$ cat src/rtl/mips_pkg.sv
// Shared types for the MIPS MEM stage: FSM states, pipeline bundles and address helpers.
package mips_pkg;

  localparam int unsigned DATA_W = 32;
  localparam int unsigned REG_AW = 5;

  localparam logic [DATA_W-1:0] WORD_ALIGN_MASK = 32'hFFFF_FFFC;

  typedef enum logic [1:0] {
    IDLE,
    ACCESS,
    DONE
  } mem_state_t;

  typedef struct packed {
    logic [DATA_W-1:0] alu_result;
    logic [DATA_W-1:0] store_data;
    logic [REG_AW-1:0] write_reg;
    logic              mem_read;
    logic              mem_write;
    logic              mem_to_reg;
    logic              reg_write;
  } ex_mem_bundle_t;

  typedef struct packed {
    logic              valid;
    logic              reg_write;
    logic [REG_AW-1:0] rd;
    logic [DATA_W-1:0] data;
  } mem_wb_bundle_t;

  function automatic logic [DATA_W-1:0] word_addr(input logic [DATA_W-1:0] addr);
    return addr & WORD_ALIGN_MASK;
  endfunction

endpackage

$ cat src/rtl/mem_access_stage_if.sv
// Request/acknowledge data-memory port between the MEM stage (master) and data memory (slave).
interface mem_access_stage_if;
  import mips_pkg::*;

  logic              req;
  logic              we;
  logic [DATA_W-1:0] addr;
  logic [DATA_W-1:0] wdata;
  logic [DATA_W-1:0] rdata;
  logic              ack;

  modport master (output req, output we, output addr, output wdata, input rdata, input ack);
  modport slave  (input req, input we, input addr, input wdata, output rdata, output ack);

endinterface

$ cat src/rtl/dmem_req_fsm.sv
// Data-memory request sequencer: IDLE/ACCESS/DONE FSM, ack-wait counter and sticky error flag.
module dmem_req_fsm
  import mips_pkg::*;
#(
  parameter int unsigned MAX_WAIT = 15
) (
  input  logic       clk,
  input  logic       reset,
  input  logic       start,
  input  logic       trap,
  input  logic       ack,
  output mem_state_t state,
  output logic       req,
  output logic       hold,
  output logic       done_ack,
  output logic       done_timeout,
  output logic       err
);

  localparam int unsigned CntW = $clog2(MAX_WAIT + 1);

  mem_state_t      state_q, state_d;
  logic [CntW-1:0] cnt_q, cnt_d;
  logic            err_q, err_d;

  always_comb begin
    state_d      = state_q;
    cnt_d        = cnt_q;
    err_d        = err_q;
    req          = 1'b0;
    hold         = 1'b0;
    done_ack     = 1'b0;
    done_timeout = 1'b0;
    unique case (state_q)
      IDLE, DONE: begin
        state_d = IDLE;
        cnt_d   = '0;
        if (start) begin
          if (trap) begin
            state_d = DONE;
            err_d   = 1'b1;
          end else begin
            state_d = ACCESS;
          end
        end
      end
      ACCESS: begin
        req = 1'b1;
        if (ack) begin
          done_ack = 1'b1;
          state_d  = DONE;
        end else if (cnt_q == CntW'(MAX_WAIT - 1)) begin
          // This would be the MAX_WAIT-th unanswered cycle: give up.
          done_timeout = 1'b1;
          err_d        = 1'b1;
          state_d      = DONE;
        end else begin
          hold  = 1'b1;
          cnt_d = cnt_q + CntW'(1);
        end
      end
      default: state_d = IDLE;
    endcase
  end

  always_ff @(posedge clk or negedge reset) begin
    if (!reset) begin
      state_q <= IDLE;
      cnt_q   <= '0;
      err_q   <= 1'b0;
    end else begin
      state_q <= state_d;
      cnt_q   <= cnt_d;
      err_q   <= err_d;
    end
  end

  assign state = state_q;
  assign err   = err_q;

endmodule

$ cat src/rtl/mem_access_stage.sv
// MIPS MEM stage: registers the execute bundle, resolves branches, runs loads/stores, emits writeback.
// Define MEM_MISALIGN_TRAP_EN to trap misaligned accesses instead of masking the low address bits.
module mem_access_stage
  import mips_pkg::*;
#(
  parameter int unsigned MAX_WAIT = 15
) (
  input  logic                clk,
  input  logic                reset,
  input  logic                in_valid,
  input  logic [DATA_W-1:0]   alu_result,
  input  logic [DATA_W-1:0]   store_data,
  input  logic [DATA_W-1:0]   branch_target,
  input  logic                zero,
  input  logic                ctrl_branch,
  input  logic                ctrl_mem_read,
  input  logic                ctrl_mem_write,
  input  logic                ctrl_mem_to_reg,
  input  logic                ctrl_reg_write,
  input  logic [REG_AW-1:0]   write_reg,
  output logic                stall,
  output logic                pc_src,
  output logic [DATA_W-1:0]   pc_target,
  mem_access_stage_if.master  dmem,
  output logic                dmem_err,
  output logic                wb_valid,
  output logic                wb_reg_write,
  output logic [REG_AW-1:0]   wb_reg,
  output logic [DATA_W-1:0]   wb_data
);

  mem_state_t     state;
  logic           accept, mem_op, trap, taken;
  logic           fsm_req, fsm_hold, done_ack, done_timeout;
  ex_mem_bundle_t ex_d, ex_q;
  mem_wb_bundle_t wb_d, wb_q;
  logic           pc_src_q;
  logic [DATA_W-1:0] pc_target_q;

  // ACCESS owns the stage; the bundle upstream re-presents meanwhile is the one already captured.
  assign accept = in_valid && (state != ACCESS);
  assign mem_op = (ctrl_mem_read || ctrl_mem_write) && !ctrl_branch;
  assign taken  = accept && ctrl_branch && zero;

`ifdef MEM_MISALIGN_TRAP_EN
  assign trap = mem_op && (alu_result[1:0] != 2'b00);
`else
  assign trap = 1'b0;
`endif

  dmem_req_fsm #(
    .MAX_WAIT(MAX_WAIT)
  ) u_dmem_req_fsm (
    .clk         (clk),
    .reset       (reset),
    .start       (accept && mem_op),
    .trap        (trap),
    .ack         (dmem.ack),
    .state       (state),
    .req         (fsm_req),
    .hold        (fsm_hold),
    .done_ack    (done_ack),
    .done_timeout(done_timeout),
    .err         (dmem_err)
  );

  assign stall = (accept && mem_op) || fsm_hold;

  always_comb begin
    ex_d            = ex_q;
    ex_d.alu_result = alu_result;
    ex_d.store_data = store_data;
    ex_d.write_reg  = write_reg;
    ex_d.mem_read   = ctrl_mem_read && !ctrl_branch;
    ex_d.mem_write  = ctrl_mem_write && !ctrl_branch;
    ex_d.mem_to_reg = ctrl_mem_to_reg;
    ex_d.reg_write  = ctrl_reg_write && !ctrl_branch;
  end

  always_comb begin
    wb_d = '0;
    if (done_ack || done_timeout) begin
      wb_d.valid     = 1'b1;
      wb_d.rd        = ex_q.write_reg;
      wb_d.reg_write = done_ack && ex_q.mem_read && ex_q.reg_write;
      wb_d.data      = (done_ack && ex_q.mem_to_reg) ? dmem.rdata : ex_q.alu_result;
    end else if (accept && (!mem_op || trap)) begin
      wb_d.valid     = 1'b1;
      wb_d.rd        = write_reg;
      wb_d.reg_write = ctrl_reg_write && !ctrl_branch && !trap;
      wb_d.data      = alu_result;
    end
  end

  always_ff @(posedge clk or negedge reset) begin
    if (!reset) begin
      ex_q        <= '0;
      wb_q        <= '0;
      pc_src_q    <= 1'b0;
      pc_target_q <= '0;
    end else begin
      if (accept) begin
        ex_q <= ex_d;
      end
      wb_q     <= wb_d;
      pc_src_q <= taken;
      if (taken) begin
        pc_target_q <= branch_target;
      end
    end
  end

  assign dmem.req   = fsm_req;
  assign dmem.we    = fsm_req && ex_q.mem_write;
  assign dmem.addr  = fsm_req ? word_addr(ex_q.alu_result) : '0;
  assign dmem.wdata = fsm_req ? ex_q.store_data : '0;

  assign pc_src       = pc_src_q;
  assign pc_target    = pc_target_q;
  assign wb_valid     = wb_q.valid;
  assign wb_reg_write = wb_q.reg_write;
  assign wb_reg       = wb_q.rd;
  assign wb_data      = wb_q.data;

endmodule
$ cat src/flat_wrapper.sv
// flat-port wrapper written by rule: the top's interface ports become plain ports
module mem_access_stage_flat import mips_pkg::*;
#(
  parameter int unsigned MAX_WAIT = 15
)
  (clk, reset, in_valid, alu_result, store_data, branch_target, zero, ctrl_branch, ctrl_mem_read, ctrl_mem_write, ctrl_mem_to_reg, ctrl_reg_write, write_reg, stall, pc_src, pc_target, dmem_err, wb_valid, wb_reg_write, wb_reg, wb_data, dmem_req, dmem_we, dmem_addr, dmem_wdata, dmem_rdata, dmem_ack);
  mem_access_stage_if dmem_i ();
  input  logic clk;
  input  logic reset;
  input  logic in_valid;
  input  logic [DATA_W-1:0] alu_result;
  input  logic [DATA_W-1:0] store_data;
  input  logic [DATA_W-1:0] branch_target;
  input  logic zero;
  input  logic ctrl_branch;
  input  logic ctrl_mem_read;
  input  logic ctrl_mem_write;
  input  logic ctrl_mem_to_reg;
  input  logic ctrl_reg_write;
  input  logic [REG_AW-1:0] write_reg;
  output logic stall;
  output logic pc_src;
  output logic [DATA_W-1:0] pc_target;
  output logic dmem_err;
  output logic wb_valid;
  output logic wb_reg_write;
  output logic [REG_AW-1:0] wb_reg;
  output logic [DATA_W-1:0] wb_data;
  output wire logic [$bits(dmem_i.req)-1:0] dmem_req;
  output wire logic [$bits(dmem_i.we)-1:0] dmem_we;
  output wire logic [$bits(dmem_i.addr)-1:0] dmem_addr;
  output wire logic [$bits(dmem_i.wdata)-1:0] dmem_wdata;
  input wire logic [$bits(dmem_i.rdata)-1:0] dmem_rdata;
  input wire logic [$bits(dmem_i.ack)-1:0] dmem_ack;
  assign dmem_req = dmem_i.req;
  assign dmem_we = dmem_i.we;
  assign dmem_addr = dmem_i.addr;
  assign dmem_wdata = dmem_i.wdata;
  assign dmem_i.rdata = dmem_rdata;
  assign dmem_i.ack = dmem_ack;
  mem_access_stage #(.MAX_WAIT(MAX_WAIT)) u_core (.clk(clk), .reset(reset), .in_valid(in_valid), .alu_result(alu_result), .store_data(store_data), .branch_target(branch_target), .zero(zero), .ctrl_branch(ctrl_branch), .ctrl_mem_read(ctrl_mem_read), .ctrl_mem_write(ctrl_mem_write), .ctrl_mem_to_reg(ctrl_mem_to_reg), .ctrl_reg_write(ctrl_reg_write), .write_reg(write_reg), .stall(stall), .pc_src(pc_src), .pc_target(pc_target), .dmem(dmem_i), .dmem_err(dmem_err), .wb_valid(wb_valid), .wb_reg_write(wb_reg_write), .wb_reg(wb_reg), .wb_data(wb_data));
endmodule
$ cat config.mk
export PLATFORM = sky130hd
export DESIGN_NAME = mem_access_stage_flat
export DESIGN_NICKNAME = d
export VERILOG_FILES = /design/src/rtl/mips_pkg.sv /design/src/rtl/mem_access_stage_if.sv /design/src/rtl/dmem_req_fsm.sv /design/src/rtl/mem_access_stage.sv /design/src/flat_wrapper.sv
export SDC_FILE = /design/constraint.sdc
export NUM_CORES = 1
export LEC_CHECK = 0
export BUFFER_PORTS_ARGS = -buffer_cell sky130_fd_sc_hd__buf_4
export CORE_AREA = 5 5 120 122
export CTS_CLUSTER_DIAMETER = 100
export CTS_CLUSTER_SIZE = 30
export DETAILED_ROUTE_END_ITERATION = 6
export DIE_AREA = 0 0 125 127
export GPL_TIMING_DRIVEN = 0
export MAX_ROUTING_LAYER = met4
export PLACE_DENSITY = 0.89
export SKIP_LAST_GASP = 1
export SYNTH_ARGS = -nofsm -noshare
export SYNTH_HDL_FRONTEND = slang
export SYNTH_SLANG_ARGS = --single-unit
$ cat constraint.sdc
create_clock -name clk -period 3 [get_ports clk]
set_input_delay 0 -clock clk [delete_from_list [all_inputs] [get_ports clk]]
set_output_delay 0 -clock clk [all_outputs]
set_load 0.01 [all_outputs]
# After elaboration in Yosys (flattened, before gate mapping)
# Index checks and enable logic that the tools add are counted.
[classes] addsub=1 eq_ne=7 mux=21 bitwise=1 n_reduce_logical=23
[op_table] operator="$mux W32" count=3
[op_table] operator="$mux W39" count=2
[op_table] operator="$logic_and A1 B1 Y1" count=13
[op_table] operator="$mux W1" count=10
[op_table] operator="$mux W4" count=2
[op_table] operator="$pmux W4 S2" count=1
[op_table] operator="$reduce_and A3 Y1" count=2
[op_table] operator="$add A4 B1 Y4 const B" count=1
[op_table] operator="$eq A4 B4 Y1 const B" count=1
[op_table] operator="$mux W2" count=2
[op_table] operator="$ne A2 B2 Y1 const B" count=2
[op_table] operator="$pmux W2 S2" count=1
[op_table] operator="$logic_or A1 B1 Y1" count=3
[op_table] operator="$ne A3 B3 Y1 const B" count=1
[op_table] operator="$eq A2 B1 Y1 const B" count=1
[op_table] operator="$eq A2 B2 Y1 const B" count=1
[op_table] operator="$logic_not A1 Y1" count=2
[op_table] operator="$logic_not A2 Y1" count=1
[op_table] operator="$ne A2 B1 Y1 const B" count=1
[op_table] operator="$reduce_bool A2 Y1" count=1
[op_table] operator="$reduce_or A2 Y1" count=1
[op_table] operator="$not A1 Y1" count=1
[word_totals] ff_bits=152 input_bits=143 elab_cells=69

# Longest topological paths before layout
# Gate-level depths: netlist (run 1).
[logic_depth] ltp_word=6 mapped_depth=7 depth_no_buf=6

# Modules after synthesis
# A second synthesis (run 1) with hierarchy kept.
[unflattened] cells_unflattened=537 area_unflattened_um2=6835.3
[modules_own_cells] module="mem_access_stage" n_inst=1 cells_per_inst=498 area_per_inst_um2=6432.4 seq_area_each_um2=3628.5
[modules_own_cells] module="dmem_req_fsm" n_inst=1 cells_per_inst=39 area_per_inst_um2=402.9 seq_area_each_um2=175.2

# Worst setup path before layout (run 1)
# OpenSTA, ideal clock, no wires.
[synth_path] path_type="reg-to-reg" start="reg u_core.u_dmem_req_fsm.cnt_q[0]" end="reg u_core.wb_q (netlist bit u_core.wb_data[10])" setup_ns=0.132 t_arrival_ns=1.430 required_time_ns=2.868 slack_ns=1.438 path_stages_with_launch=7 synth_period_minus_slack_ns=1.562 path_cell_list="dfrtp_1 > inv_1 > ha_1 > and3_1 > o21ai_2 > clkbuf_1 > o2bb2ai_1"
[synth_lines] element="start, declared" line="dmem_req_fsm.sv:23" source="logic [CntW-1:0] cnt_q, cnt_d;"
[synth_lines] element="start signal, assigned" line="dmem_req_fsm.sv:73" source="cnt_q <= cnt_d;"
[synth_lines] element="end signal, assigned" line="mem_access_stage.sv:105" source="wb_q <= wb_d;"
[synth_lines] element="end, declared" line="mem_access_stage.sv:36" source="mem_wb_bundle_t wb_d, wb_q;"

==> results of run 1 <==
metal layers:
metal	routed length, um	global-route usage (%)	vias up
met2	13300	57.6	306
met4	1070	15.2	0
li1	-	-	2518
met3	1590	7.22	77
met1	9510	36.5	2958
met5	0	-	-
through the flow:
step | util (%) | worst slack [ns]
floorplan | - | 1.44
global placement | 69.3 | 1.05
detailed placement | 69.6 | 1.00
CTS | 85.7 | 0.454
global route | 85.7 | 0.275
finish | 85.7 | 0.368
final cells by class:
class	instances	area, um2
Inverter	5	18.8
Fill cell	578	1870
Tap cell	176	220
Timing Repair Buffer	423	3560
Sequential cell	152	3800
Clock buffer	23	498
Buffer	32	218
Clock inverter	9	184
Multi-Input combinational cell	277	2720
worst max path at each step:
stage	start	end	depth (start not counted)
after floorplan	u_core.u_dmem_req_fsm.cnt_q[0]	u_core.wb_data[10]	6
after global placement	u_core.u_dmem_req_fsm.cnt_q[0]	u_core.wb_data[14]	6
after detailed placement	u_core.u_dmem_req_fsm.cnt_q[0]	u_core.wb_data[15]	6
after CTS	u_core.u_dmem_req_fsm.cnt_q[0]	u_core.wb_data[15]	7
after global routing	u_core.u_dmem_req_fsm.cnt_q[0]	u_core.wb_data[14]	7
final	u_core.u_dmem_req_fsm.cnt_q[0]	u_core.wb_data[15]	7
cell usage after synthesis (all sizes together), types with 2 or more instances:
library cell  instances  area share (%)
a22o                  6            0.78
clkbuf                9            0.57
mux2                103              20
nand2b                3            0.39
inv                   5            0.28
nand4                 2            0.41
dfrtp               152              56
o21ai                 7            0.57
nand3                 2            0.15
mux2i                34             5.0
and2                 63             5.8
buf                  23             2.6
ha                    2            0.37
nand2                 6            0.33
o2bb2ai              32             4.2
and3                  2            0.19
worst reg2reg max path, cell delays in order (launching register included):
cell and delay (ns):
dfrtp_1 0.41, inv_1 0.06, ha_1 0.22, and3_1 0.23
o21ai_2 0.31, clkbuf_1 0.50, o2bb2ai_1 0.19, dlygate4sd3_1 0.60
power groups by stage:
stage / Combinational, mW / Sequential (mW) / Clock [mW]
after detailed placement: 1.58 / 2.63 / 0
final: 1.86 / 2.65 / 2.49
after global routing: 1.96 / 2.67 / 2.59
after CTS: 1.79 / 2.60 / 2.47
after global placement: 1.53 / 2.60 / 0
after floorplan: 0.731 / 2.66 / 0
logic make-up after synthesis:
family / synth area share (%)
AOI/OAI and AO/OA: 6.17
muxes: 25.4
DFF: 56.3
adders and majority gates: 0.371
and+or+nand+nor: 8.06
xor gates and xnor gates: 0.130
buffers and inverters: 3.50
other: 0.0555
==> flow_metrics.env, run 1 <==
export IMPL_slew_headroom_pct=53.4
export IMPL_final_cells=1097
export IMPL_worstMarginPinSlew_ns=0.699
export IMPL_drt_pass1_iter_count=4
export IMPL_fin_crit_ns=2.63
export IMPL_setup_tns_final_ns=0
export IMPL_cp_required_ns=3.31
export IMPL_start_kind="flip-flop"
export IMPL_wl_mm=25.5
export IMPL_status="completed"
export IMPL_crit_family="buffers and inverters"
export IMPL_cts_root_buf="clkbuf_16"
export IMPL_antenna_found_initial=0
export IMPL_start_util_pct=51.6
export IMPL_critical_path_max_fanout=10
export IMPL_r2r_start="u_core.u_dmem_req_fsm.cnt_q[0]"
export IMPL_core_um2=13100
export IMPL_top_register="u_core.ex_q"
export IMPL_drtIter0Drc=323
export IMPL_regToRegSetupSlack_ns=0.37
export IMPL_clockBufferDepth=2
export IMPL_cp_end_kind="flip-flop"
export IMPL_grt_pass1_wl_mm=39.1
export IMPL_hpwl_mm=14.2
export IMPL_grt_start_max_net_pins=81
export IMPL_drc=0
export IMPL_wire_per_inst_um=23.2
export IMPL_pwr_share_clk_pct=35.5
export IMPL_grt_usage_pct=33.1
export IMPL_fmax_mhz=380
export IMPL_min_path_type="input pin to flip-flop"
export IMPL_timing_final_max_slew_violations=0
export IMPL_finalPower_mw=6.99
export IMPL_gp_congestion=0.872
export IMPL_placed_area_um2=9100
export IMPL_crit_slowest_cell="dlygate4sd3_1"
export IMPL_vias=5859
export IMPL_via_per_inst=5.34
export IMPL_async_flop_share_pct=100
export IMPL_fin_skew_ns=0.0123
export IMPL_fin_crit_sh_pct=87.7
export IMPL_avgSynthCellArea_um2=14.5
export IMPL_tritoncts="done"
export IMPL_placed_cells=922
export IMPL_hold_path_cell_count=3
export IMPL_grt_overflow_total=0
export IMPL_leakage_nw=5.80
export IMPL_post_cts_buffers=0
export IMPL_fin_area_um2=11200
export IMPL_final_nets=1053
export IMPL_slowest_delay_ns=0.60
export IMPL_die_h_um=127
export IMPL_antenna_cells=0
export IMPL_synth_ff_type="dfrtp_1"
export IMPL_drv_cap=0
export IMPL_clk_pin_slew_ns=0.07
export IMPL_syn_inst=465
export IMPL_final_cell_mix="buf_4, dfrtp_1, dlygate4sd3_1"
export IMPL_powerDensity_nw_per_um2=624
export IMPL_area_growth_pct=66.1
export IMPL_cp_num_buf_inv=3
export IMPL_crit_type="flip-flop to flip-flop"
export IMPL_ctsResizeCount=0
export IMPL_p_comb_share_pct=26.6
export IMPL_swShare_pct=27.6
export IMPL_hold_path_end="u_core.ex_q[0]"
export IMPL_cts_sinks=152
export IMPL_layout_commonest_cell="buf_4"
export IMPL_largest_reg_flops=73
export IMPL_ys_ff_latch=152
export IMPL_cts_buffers=17
export IMPL_port_buffers=279
export IMPL_ant_nets=0
export IMPL_synth_edf_count=0
export IMPL_fin_hold_ws_ns=0.0357
export IMPL_rsz0062_at_grt="false"
export IMPL_seq_area_frac_synth_pct=56.3
export IMPL_final_hold_violation_count=0
export IMPL_hold_buffers=143
export IMPL_dieArea_um2=15900
export IMPL_drive_gt1_share_pct=45.6
export IMPL_setup_viol=0
export IMPL_yosysWarnings=0
export IMPL_power_switching_mw=1.93
export IMPL_syn_cell_area_um2=6750
export IMPL_grt_pass1_vias=6722
export IMPL_timing_rr_end="u_core.wb_data[15]"
export IMPL_synth_cell_type_count=39
export IMPL_worst_r2r_path_depth=7
export IMPL_ir_drop_mv=0.367
export IMPL_ios=283
export IMPL_internal_power_mw=5.07
export IMPL_die_x_um=125
export IMPL_worstPathCellList="inv_1 -> ha_1 -> and3_1 -> o21ai_2 -> clkbuf_1 -> o2bb2ai_1 -> dlygate4sd3_1"
export IMPL_h_tree_depth=4
export IMPL_hp_start="ctrl_reg_write"
export IMPL_p_seq_share_pct=37.9
export IMPL_cp_arrival_ns=2.94
export IMPL_clk_latency_ns=0.42
export IMPL_placementRows=42
Note: power is estimated with default switching activity, not from simulation.
==> inputs of run 2 (changes only) <==
Settings changed: CAP_MARGIN set to 10, REMOVE_ABC_BUFFERS set to 1.
==> run 2 against run 1 <==
Against the previous run:
- sequential power about the same
- count of clock-buffer cells in the layout shrank 3
- non-clock buffer count down 26
- largest power group unchanged
- clock power shrank 10%
- clock skew down 0.0019 ns
- via count increased by 0.70%
- register-to-register slack worse by 0.09 ns
- worst hold slack lost 0.022 ns
- global-route usage shrank 1.3 points
==> flow_metrics.env, run 2 (synthesized netlist as in run 1, its figures left out) <==
export IMPL_fin_skew_ns=0.0104
export IMPL_cp_arrival_ns=3.04
export IMPL_die_x_um=125
export IMPL_setup_viol=0
export IMPL_gp_congestion=0.828
export IMPL_fin_crit_ns=2.73
export IMPL_dp_slack_ns=0.607
export IMPL_wire_per_inst_um=23.1
export IMPL_clk_latency_ns=0.42
export IMPL_fin_ws_ns=0.274
export IMPL_drc=0
export IMPL_drtIter0Drc=512
export IMPL_drv_cap=0
export IMPL_vias=5900
export IMPL_fmax_mhz=367
export IMPL_layout_commonest_cell="buf_4"
export IMPL_finalPower_mw=6.70
export IMPL_cts_root_buf="clkbuf_16"
export IMPL_regToRegSetupSlack_ns=0.27
export IMPL_r2r_start="u_core.u_dmem_req_fsm.state[0]"
export IMPL_ir_drop_mv=0.335
export IMPL_hold_path_end="u_core.wb_reg_write"
export IMPL_min_path_type="input pin to flip-flop"
export IMPL_hpwl_mm=13.2
export IMPL_tritoncts="done"
export IMPL_worstMarginPinSlew_ns=0.939
export IMPL_top_register="u_core.ex_q"
export IMPL_ios=283
export IMPL_cts_sinks=152
export IMPL_final_nets=1027
export IMPL_area_growth_pct=63.6
export IMPL_grt_pass1_wl_mm=38.3
export IMPL_placementRows=42
export IMPL_fin_util_pct=84.4
export IMPL_grt_pass1_vias=6678
export IMPL_start_util_pct=51.6
export IMPL_powerDensity_nw_per_um2=606
export IMPL_core_um2=13100
export IMPL_worst_r2r_path_depth=4
export IMPL_timing_final_max_slew_violations=0
export IMPL_crit_slowest_cell="nand4b_4"
export IMPL_placed_cells=895
export IMPL_hp_start="ctrl_branch"
export IMPL_grt_overflow_total=0
export IMPL_cts_buffers=17
export IMPL_hold_path_cell_count=3
export IMPL_cp_end_kind="flip-flop"
export IMPL_drive_gt1_share_pct=44.9
export IMPL_leakage_nw=5.69
export IMPL_antenna_cells=0
export IMPL_critical_path_max_fanout=32
export IMPL_drt_pass1_iter_count=7
export IMPL_timing_rr_end="u_core.wb_data[31]"
export IMPL_final_cells=1070
export IMPL_grt_usage_pct=31.8
export IMPL_via_per_inst=5.51
export IMPL_slew_headroom_pct=37.3
export IMPL_cp_required_ns=3.31
export IMPL_ant_nets=0
export IMPL_final_cell_mix="buf_4, dfrtp_1, dlygate4sd3_1"
export IMPL_rsz0062_at_grt="false"
export IMPL_largest_reg_flops=73
export IMPL_grt_start_max_net_pins=102
export IMPL_clockBufferDepth=2
export IMPL_status="completed"
export IMPL_h_tree_depth=4
export IMPL_start_kind="flip-flop"
export IMPL_dieArea_um2=15900
export IMPL_worstPathCellList="nand4b_4 -> mux2i_1 -> o2bb2ai_1 -> dlygate4sd3_1"
export IMPL_wl_mm=24.7
export IMPL_crit_family="simple AND/OR/NAND/NOR gates"
export IMPL_clk_pin_slew_ns=0.06
export IMPL_cp_num_buf_inv=1
export IMPL_antenna_found_initial=0
export IMPL_port_buffers=280
export IMPL_die_h_um=127
export IMPL_fin_crit_sh_pct=90.9
export IMPL_crit_type="flip-flop to flip-flop"
export IMPL_worst_path_stages=4
export IMPL_slowest_delay_ns=0.80
export IMPL_final_hold_violation_count=0
==> run 2: metrics by stage <==
step	cell area (um2)	hold slack (ns)	setup TNS, ns
6_report	11000	0.0140	0
5_1_grt	11000	0.0420	0
4_1_cts	11000	0.00788	0
3_5_place_dp	9010	-0.0223	0
3_3_place_gp	8860	0.217	-106.90
2_1_floorplan	6540	-0.296	-24.45
==> run 2: worst max path at each step <==
stage	start	end	slack, ns
after CTS	u_core.u_dmem_req_fsm.state[0]	u_core.wb_data[26]	0.06
after global placement	u_core.u_dmem_req_fsm.state[0]	u_core.ex_q[3]	-1.28
final	u_core.u_dmem_req_fsm.state[0]	u_core.wb_data[31]	0.27
after global routing	u_core.u_dmem_req_fsm.state[0]	u_core.wb_data[26]	0.18
after detailed placement	u_core.u_dmem_req_fsm.state[0]	u_core.wb_data[9]	0.61
after floorplan	u_core.u_dmem_req_fsm.state[0]	u_core.ex_q[0]	-0.40
==> run 2: final cells by class <==
type	count	area (um2)
clock buffer	20	457
clock inverter	11	145
fill	557	2040
inverter	5	21.3
multi-input combinational	277	2750
sequential	152	3800
tap	176	220
timing repair buffer	429	3650
==> run 2: tightest hold or removal path, cell delays in order <==
cell and delay [ns]:
buf_4 0.12, nor2b_1 0.06, a22o_1 0.22
==> run 2: report_power, final <==
part	switching [mW]	leakage [nW]	internal [mW]
registers	0.249	1.86	2.40
clock network	0.880	0.300	1.35
logic	0.771	3.53	1.04
total	1.90	5.69	4.80
==> run 2: what timing repair did <==
action                     4_1_cts  5_1_grt
gates resized for setup          0        2
buffers inserted                 0        3
hold buffers                   141        0
setup endpoints to repair        0       30
hold endpoints to repair       196        0
==> run 2: layer usage <==
layer | vias to the layer above | routed length [um] | track usage, %
li1 | 2466 | - | -
met1 | 2980 | 9270 | 35.2
met2 | 369 | 12900 | 55.3
met3 | 85 | 1630 | 8.47
met4 | 0 | 946 | 12.0
met5 | - | 0 | -
